===== config.mk =====
export PLATFORM = sky130hd
export DESIGN_NAME = sim_axis_back_pressure_unit_flat
export DESIGN_NICKNAME = d
export VERILOG_FILES = /design/src/rtl/axis_bp_pkg.sv /design/src/rtl/axi_stream_simple_if.sv /design/src/rtl/axis_bp_lfsr.sv /design/src/rtl/sim_axis_back_pressure_unit.sv /design/src/flat_wrapper.sv
export SDC_FILE = /design/constraint.sdc
export NUM_CORES = 1
export LEC_CHECK = 0
export CAP_MARGIN = 20
export CORE_MARGIN = 1.5
export CORE_UTILIZATION = 50
export CTS_CLUSTER_SIZE = 10
export DETAILED_ROUTE_END_ITERATION = 16
export PLACE_DENSITY = 0.76
export RECOVER_POWER = 25
export SLEW_MARGIN = 15
export SYNTH_ARGS = -nofsm -noshare
export SYNTH_HDL_FRONTEND = slang
export SYNTH_SLANG_ARGS = --single-unit

===== constraint.sdc =====
create_clock -name clock_i -period 11.19 [get_ports clock_i]
set_clock_uncertainty 0.2 [all_clocks]
set_input_delay 2.238 -clock clock_i [delete_from_list [all_inputs] [get_ports clock_i]]
set_output_delay 2.238 -clock clock_i [all_outputs]
set_load 0.1 [all_outputs]

===== src/rtl/axis_bp_pkg.sv =====
// rtl/axis_bp_pkg.sv - shared widths and LFSR step for the AXI-Stream back-pressure unit
// Purpose: stream data width, LFSR geometry/taps and the single-step LFSR function.
// Ports: none (package).
package axis_bp_pkg;

  localparam int AXIS_DATA_WIDTH = 32;
  localparam int LFSR_WIDTH      = 16;

  // Fibonacci taps 16,14,13,11 on a right-shifting register: the taps land on
  // bits 0,2,3,5 and the feedback bit enters at the MSB.
  localparam logic [LFSR_WIDTH-1:0] LFSR_TAP_MASK = 16'h002D;

  function automatic logic [LFSR_WIDTH-1:0] lfsr_next(input logic [LFSR_WIDTH-1:0] state);
    logic feedback;
    feedback = ^(state & LFSR_TAP_MASK);
    return {feedback, state[LFSR_WIDTH-1:1]};
  endfunction

endpackage


===== src/rtl/axi_stream_simple_if.sv =====
// rtl/axi_stream_simple_if.sv - minimal AXI-Stream bus bundle (tdata/tvalid/tready)
// Purpose: carries one AXI-Stream link between a master and a slave.
// Ports: aclk - bus clock. Modports: master drives tdata/tvalid, slave drives tready.
interface axi_stream_simple_if
  import axis_bp_pkg::*;
#(
  parameter int DATA_WIDTH = AXIS_DATA_WIDTH
) (
  input logic aclk
);

  logic [DATA_WIDTH-1:0] tdata;
  logic                  tvalid;
  logic                  tready;

  modport master (input aclk, output tdata, output tvalid, input tready);
  modport slave  (input aclk, input tdata, input tvalid, output tready);

endinterface


===== src/rtl/axis_bp_lfsr.sv =====
// rtl/axis_bp_lfsr.sv - 16-bit Fibonacci LFSR stepping once per advance strobe
// Purpose: reproducible pseudo-random sequence source for per-beat delays.
// Ports: clk_i - clock; rst_ni - async active-low reset (loads SEED);
//        advance_i - step once on this edge; state_o - current register value.
module axis_bp_lfsr
  import axis_bp_pkg::*;
#(
  parameter logic [LFSR_WIDTH-1:0] SEED = 16'hACE1
) (
  input  logic                  clk_i,
  input  logic                  rst_ni,
  input  logic                  advance_i,
  output logic [LFSR_WIDTH-1:0] state_o
);

  logic [LFSR_WIDTH-1:0] state_q;
  logic [LFSR_WIDTH-1:0] state_d;

  always_comb begin
    state_d = state_q;
    if (advance_i) begin
      state_d = lfsr_next(state_q);
    end
  end

  always_ff @(posedge clk_i or negedge rst_ni) begin
    if (!rst_ni) begin
      state_q <= SEED;
    end else begin
      state_q <= state_d;
    end
  end

  assign state_o = state_q;

endmodule


===== src/rtl/sim_axis_back_pressure_unit.sv =====
// rtl/sim_axis_back_pressure_unit.sv - forwards AXI-Stream beats after a pseudo-random hold-off
// Purpose: passes every beat unchanged but stalls both directions for 0..MAX_DELAY_CYCLES
//          cycles before each beat so the producer sees back-pressure.
// Ports: clock_i - clock; reset_i - async active-low reset;
//        axis_s - upstream (tready driven here); axis_m - downstream (tdata/tvalid driven here).
module sim_axis_back_pressure_unit
  import axis_bp_pkg::*;
#(
  parameter int                    MAX_DELAY_CYCLES = 6,
  parameter logic [LFSR_WIDTH-1:0] SEED             = 16'hACE1
) (
  input  logic                       clock_i,
  input  logic                       reset_i,
  axi_stream_simple_if.slave         axis_s,
  axi_stream_simple_if.master        axis_m
);

  localparam int CNT_W = (MAX_DELAY_CYCLES > 0) ? $clog2(MAX_DELAY_CYCLES + 1) : 1;
  localparam logic [LFSR_WIDTH-1:0] MODULUS = LFSR_WIDTH'(MAX_DELAY_CYCLES + 1);
  localparam logic [CNT_W-1:0]      CNT_RST = CNT_W'(SEED % MODULUS);

  logic                  gate_open_q;
  logic                  gate_open_d;
  logic [CNT_W-1:0]      cnt_q;
  logic [CNT_W-1:0]      cnt_d;
  logic [LFSR_WIDTH-1:0] lfsr_state;
  logic [LFSR_WIDTH-1:0] lfsr_new;
  logic                  gate;
  logic                  handshake;

  axis_bp_lfsr #(
    .SEED (SEED)
  ) u_lfsr (
    .clk_i     (clock_i),
    .rst_ni    (reset_i),
    .advance_i (handshake),
    .state_o   (lfsr_state)
  );

  // A zero count opens the gate without waiting for gate_open_q, which is what
  // gives zero-delay beats their same-cycle pass-through.
  assign gate = gate_open_q | (cnt_q == '0);

  // reset_i gates the handshake outputs so they drop the instant reset asserts,
  // even when the reset count happens to be zero.
  assign axis_m.tdata  = axis_s.tdata;
  assign axis_m.tvalid = axis_s.tvalid & gate & reset_i;
  assign axis_s.tready = axis_m.tready & gate & reset_i;

  assign handshake = axis_s.tvalid & axis_s.tready;
  assign lfsr_new  = lfsr_next(lfsr_state);

  always_comb begin
    gate_open_d = gate_open_q;
    cnt_d       = cnt_q;
    if (handshake) begin
      // Next beat's delay comes from the value the LFSR steps to on this edge.
      cnt_d       = CNT_W'(lfsr_new % MODULUS);
      gate_open_d = 1'b0;
    end else if (!gate && axis_s.tvalid) begin
      // The delay only elapses while a beat is actually being offered.
      cnt_d = cnt_q - CNT_W'(1);
      if (cnt_q == CNT_W'(1)) begin
        gate_open_d = 1'b1;
      end
    end
  end

  always_ff @(posedge clock_i or negedge reset_i) begin
    if (!reset_i) begin
      gate_open_q <= 1'b0;
      cnt_q       <= CNT_RST;
    end else begin
      gate_open_q <= gate_open_d;
      cnt_q       <= cnt_d;
    end
  end

endmodule


===== src/flat_wrapper.sv =====
// flat-port wrapper written by rule: the top's interface ports become plain ports
module sim_axis_back_pressure_unit_flat import axis_bp_pkg::*;
#(
  parameter int                    MAX_DELAY_CYCLES = 6,
  parameter logic [LFSR_WIDTH-1:0] SEED             = 16'hACE1
)
  (clock_i, reset_i, aclk, axis_s_tdata, axis_s_tvalid, axis_s_tready, axis_m_tdata, axis_m_tvalid, axis_m_tready);
  axi_stream_simple_if axis_s_i (.aclk(aclk));
  axi_stream_simple_if axis_m_i (.aclk(aclk));
  input  logic clock_i;
  input  logic reset_i;
  input wire logic aclk;
  input wire logic [$bits(axis_s_i.tdata)-1:0] axis_s_tdata;
  input wire logic [$bits(axis_s_i.tvalid)-1:0] axis_s_tvalid;
  output wire logic [$bits(axis_s_i.tready)-1:0] axis_s_tready;
  output wire logic [$bits(axis_m_i.tdata)-1:0] axis_m_tdata;
  output wire logic [$bits(axis_m_i.tvalid)-1:0] axis_m_tvalid;
  input wire logic [$bits(axis_m_i.tready)-1:0] axis_m_tready;
  assign axis_s_i.tdata = axis_s_tdata;
  assign axis_s_i.tvalid = axis_s_tvalid;
  assign axis_s_tready = axis_s_i.tready;
  assign axis_m_tdata = axis_m_i.tdata;
  assign axis_m_tvalid = axis_m_i.tvalid;
  assign axis_m_i.tready = axis_m_tready;
  sim_axis_back_pressure_unit #(.MAX_DELAY_CYCLES(MAX_DELAY_CYCLES), .SEED(SEED)) u_core (.clock_i(clock_i), .reset_i(reset_i), .axis_s(axis_s_i), .axis_m(axis_m_i));
endmodule

# After elaboration in Yosys (flattened, before gate mapping)
# Index checks and enable logic that the tools add are counted.
# classes
addsub	1
div	1
eq_ne	1
muxes	5
bitwise_logic	6
reduce_logical	7
# ops
operator	count
$mod A16 B3 Y16 const B	1
$reduce_xor A16 Y1	1
$mux W3	2
$and A1 B1 Y1	5
$reduce_bool A2 Y1	2
$eq A3 B1 Y1 const B	1
$logic_not A3 Y1	1
$mux W1	3
$sub A3 B1 Y3 const B	1
$reduce_and A2 Y1	1
$logic_and A1 B1 Y1	1
$logic_not A1 Y1	1
$or A1 B1 Y1	1
# word_totals
reg_bits	20
in_bits	37
out_inout_bits	34
word_cells	24

# Depth between registers and ports, before layout
# logic_depth
depth_word	7
depth_mapped	47
mapped_depth_nobuf	41

# Hierarchy
# A second synthesis with hierarchy kept.
# hier_totals
cells_unflattened	732
hier_area_um2	5450.2
# modules_own_cells
mod	instances	cells_each	area_each_um2	seq_area_each_um2
sim_axis_back_pressure_unit	1	694	4774.6	102.6
axis_bp_lfsr	1	38	675.6	410.4

# Worst setup path after synthesis
# No wires, ideal clock.
# synth_path
path_type	flip-flop to flip-flop
startpoint	register u_core.u_lfsr.state_q[3] (netlist: u_core.u_lfsr.state_o[3])
endpoint	register u_core.cnt_q[1]
setup_ns	0.072
t_arrival_ns	10.628
t_required_ns	10.918
slack_ns	0.291
path_stages_with_launch	46
path_buffers	4
period_less_slack_ns	10.899
cell_sequence	dfrtp_1 > buf_6 > inv_1 > ha_1 > or4b_1 > o41a_1 > a211o_1 > o311ai_1 > mux2i_1 > o2bb2ai_2 > and2_4 > and3_1 > buf_4 > o31a_1 > or2_1 > buf_6 > or2_1 > a221oi_1 > (+10 left out) > or4b_1 > a41o_1 > a211oi_4 > mux2i_1 > and2_4 > nor2_1 > xnor2_1 > ha_1 > inv_1 > nor3_2 > nor4_4 > xnor2_1 > ha_1 > a222oi_1 > mux2_1 > nand4_2 > mux2i_1 > o21ai_1
# synth_between
elab_chain_cells	3
# synth_rtl
item	line	text
start, declared	axis_bp_lfsr.sv:16	logic [LFSR_WIDTH-1:0] state_q;
start signal, assigned	axis_bp_lfsr.sv:30	state_q <= state_d;
$reduce_xor A16 Y1	axis_bp_pkg.sv:15	feedback = ^(state & LFSR_TAP_MASK);
$mod A16 B3 Y16 (*)	sim_axis_back_pressure_unit.sv:58	cnt_d = CNT_W'(lfsr_new % MODULUS);
$mux W3 (*)	sim_axis_back_pressure_unit.sv:56	if (handshake) begin
end signal, assigned	sim_axis_back_pressure_unit.sv:75	cnt_q <= cnt_d;
end, declared	sim_axis_back_pressure_unit.sv:24	logic [CNT_W-1:0] cnt_q;
# Mark *: on every way between the ends. The rest lies on a longest branch, timed or not.
# A chain may end at the register's enable or synchronous reset.

# Worst setup path after layout
# layout_path
startpoint	register u_core.u_lfsr.state_q[4] (netlist: u_core.u_lfsr.state_o[4])
endpoint	register u_core.cnt_q[1]
# layout_between
elab_chain_cells	2
# layout_rtl
item	line
$mod A16 B3 Y16	sim_axis_back_pressure_unit.sv:58
$mux W3	sim_axis_back_pressure_unit.sv:56
# Every way passes these cells.

==> impl_metrics.toml <==
[run_status]
status = "finished clean"

[grt]
grt_max_degree = 33
antenna_found_initial = 0
grt-ovfl-total = 0
grt_first_pass_wirelength_um = 28400
grt_util_all_layers = 0.295
grt_pass1_vias = 5973

[floorplan]
io_pins = 71
initial_core_util = 0.511
core_mm2 = 0.0108
die_h_um = 108
die_x_um = 108
row_count = 38
fp.dieArea_mm2 = 0.0117

[detailed_routing]
wl_met3_um = 1420
via_per_inst = 6.89
drtPass1Iterations = 6
wl_per_cell_um = 19.9
drc = 0
routed.top_layer = "met4"
drtIter0Drc = 653
ant_nets = 0
routed_wl_um = 18700
vias = 6494
wl_met2_um = 9040
drt-met1-wl_um = 7620

[finish]
n_antenna_cell = 0
nets = 850
layout_common_cells = "buf_4, nand2_1, nor2_1"
layout-drive-gt1-share = 0.340
area.growth.synth_to_final_pct = 23.6
layout_commonest_cell = "buf_4"

[timing]
fin_hold_ws_ns = 0.345
clock.fmax_mhz = 91.6
period_share = 0.976
hold_violations = 0
fin_ws_ns = 0.274
worst_slew_pin_slew_ns = 1.16
slew_violations = 0
slew_headroom = 0.229
report.final.setup_viol = 0
min_period_ns = 10.92

[critical_path]
crit_top_cell = "buf_4"
crit_required_ns = 11.16
crit_fanout = 12
startpoint_type = "flip-flop"
endpoint_kind = "flip-flop"
cp.arrival_ns = 10.89
criticalPathCategory = "flip-flop to flip-flop"
cpPeakStageDelay_ns = 0.45
crit_slowest_cell = "dfrtp_1"
rrSetupSlack_ns = 0.27

[logic_synthesis]
synth_area_mm2 = 0.00551
synth_top_area_frac = 0.0552
synth_area_leaders = "nand2_1, buf_4, xnor2_1"
synthArstFlopShare = 1.00
synth-simple-area-share = 0.320
synth-seq-cells = 20
synth_top_family_by_area = "compound AO/OA/AOI/OAI gates"
synth_top_area_cell = "nand2_1"
synth_fp_nets = 795
synth_xor_xnor_area_share = 0.0760
synth.distinct_cells = 109
synth_warnings = 0
synth_edf_count = 0
yosysSeqAreaShare = 0.0931
ys.flop_type = "dfstp_2"
syn_area_per_cell_um2 = 7.36
syn_inst = 749
synth_compound_area_frac = 0.344
synth_fa_ha_area_frac = 0.0222
synth.area.mux_share = 0.0543

[power_and_ir_drop]
power.total_uw = 220
powerDensity_mw_per_mm2 = 32.3
max-vdd-ir-drop_mv = 0.106
leakagePower_nw = 2.64

[placed_design]
dp_slack_ns = -0.471
portBuffers = 5
routabilityCongestion = 0.954
dp.final_hpwl_um = 13200

[cts]
cts_max_path_buffers = 2
clkTransAtPathRegs_ns = 0.08
worstSkewPairLatency_ns = 0.27
htreeDepth = 1
cts_inserted_buffers = 3
cts_tree = "done"
postCtsHoldBufs = 0
cts_num_sinks = 20
root_buffer = "clkbuf_8"

[hold_path]
hp-class = "flip-flop to flip-flop"

[job]
drv_cap = 0
-- per-stage QoR --
| step | area, µm² | setup TNS (ns) | cells | utilization |
|---|---|---|---|---|
| floorplan | 5510 | 0 | 749 | - |
| finish | 6810 | 0 | 943 | 0.631 |
| CTS | 6130 | 0 | 917 | 0.568 |
| detailed placement | 5860 | -1.21 | 907 | 0.543 |
| global route | 6810 | -0.657 | 943 | 0.631 |
| global placement | 5860 | -0.0335 | 907 | 0.543 |
-- path summary, 6_finish.rpt --
check                           cells after the start                                   from                               endpoint
worst min-delay path                                2  u_core.u_lfsr.state_o[10]$_DFFE_PN1P_  u_core.u_lfsr.state_o[10]$_DFFE_PN1P_
worst max register to register                     46   u_core.u_lfsr.state_o[4]$_DFFE_PN0P_            u_core.cnt_q[1]$_DFFE_PN1P_
worst max-delay path                               46   u_core.u_lfsr.state_o[4]$_DFFE_PN0P_            u_core.cnt_q[1]$_DFFE_PN1P_
min in group asynchronous                           2                                reset_i  u_core.u_lfsr.state_o[14]$_DFFE_PN0P_
max in group asynchronous                           2                                reset_i   u_core.u_lfsr.state_o[9]$_DFFE_PN0P_
worst min register to register                      2  u_core.u_lfsr.state_o[10]$_DFFE_PN1P_  u_core.u_lfsr.state_o[10]$_DFFE_PN1P_
-- cell type report --
cell class | count | area (µm²)
Clock buffer | 3 | 41.3
Clock inverter | 1 | 30.0
Fill cell | 887 | 3980
Inverter | 19 | 71.3
Multi-Input combinational cell | 650 | 5140
Sequential cell | 20 | 513
Tap cell | 140 | 175
Timing Repair Buffer | 110 | 840
-- worst max-delay path: cells and delay by family (launching register included) --
kind / cells / cell delay (ns)
flip-flops: 1 / 0.45
AND/OR/NAND/NOR: 14 / 3.10
AO/OA/AOI/OAI: 15 / 3.68
buffers and inverters: 9 / 1.76
adder cells (fa/ha/maj): 2 / 0.42
XOR/XNOR: 3 / 0.47
multiplexers: 3 / 0.74
-- cell families (layout without fill, tap and decap cells) --
kind of cell,after synthesis,in the layout
adders and majority gates,10,10
AOI/OAI and AO/OA,255,255
muxes,28,28
DFF,20,20
xor gates and xnor gates,43,43
and+or+nand+nor,314,314
buffers and inverters,79,133
-- routing by layer --
metal / vias up / track usage
met5: - / 0
met4: 0 / 0.103
li1: 2988 / -
met2: 359 / 0.502
met3: 77 / 0.0332
met1: 3070 / 0.386
-- cell usage after synthesis (5+ instances only) --
| library cell | instances |
|---|---|
| nand2_1 | 81 |
| xor2_1 | 6 |
| inv_1 | 18 |
| and3_1 | 18 |
| o21ai_1 | 5 |
| a211oi_1 | 10 |
| ha_1 | 9 |
| o22ai_1 | 6 |
| mux2i_1 | 16 |
| nor4_1 | 13 |
| nand4b_1 | 6 |
| or2_1 | 5 |
| and2_1 | 10 |
| a21oi_1 | 44 |
| clkbuf_1 | 9 |
| o31ai_1 | 5 |
| mux2_2 | 9 |
| or2_2 | 9 |
| nand4_1 | 16 |
| o21ai_0 | 45 |
| buf_4 | 40 |
| dfrtp_1 | 10 |
| nor3b_1 | 5 |
| o211ai_1 | 10 |
| o2111ai_1 | 5 |
| xnor2_1 | 34 |
| a21o_1 | 7 |
| nand3_1 | 28 |
| nor3_1 | 25 |
| dfstp_2 | 10 |
| or3_1 | 9 |
| o21a_1 | 14 |
| a32oi_1 | 6 |
| nor2_1 | 48 |
| a31oi_1 | 11 |
-- what timing repair did --
| action | in CTS | in global routing |
|---|---|---|
| setup buffers | 6 | 25 |
| endpoints found under the hold margin | 0 | 0 |
| cloned | 0 | 1 |
| gates resized for setup | 32 | 98 |
| endpoints found under the setup margin | 3 | 3 |
| pin swaps | 8 | 46 |
-- power breakdown --
group,leakage [nW],internal (mW),switching (mW)
clock,0.0357,0.0478,0.0259
combinational,2.37,0.0208,0.0370
sequential,0.239,0.0825,0.00584
total,2.64,0.151,0.0688
-- flip-flops by register name (all words and copies together) (netlist names) --
register and flops:
u_core.u_lfsr.state_o 16, u_core.gate_open_q 1, u_core.cnt_q 3
Power figures use the tool's default switching activity.
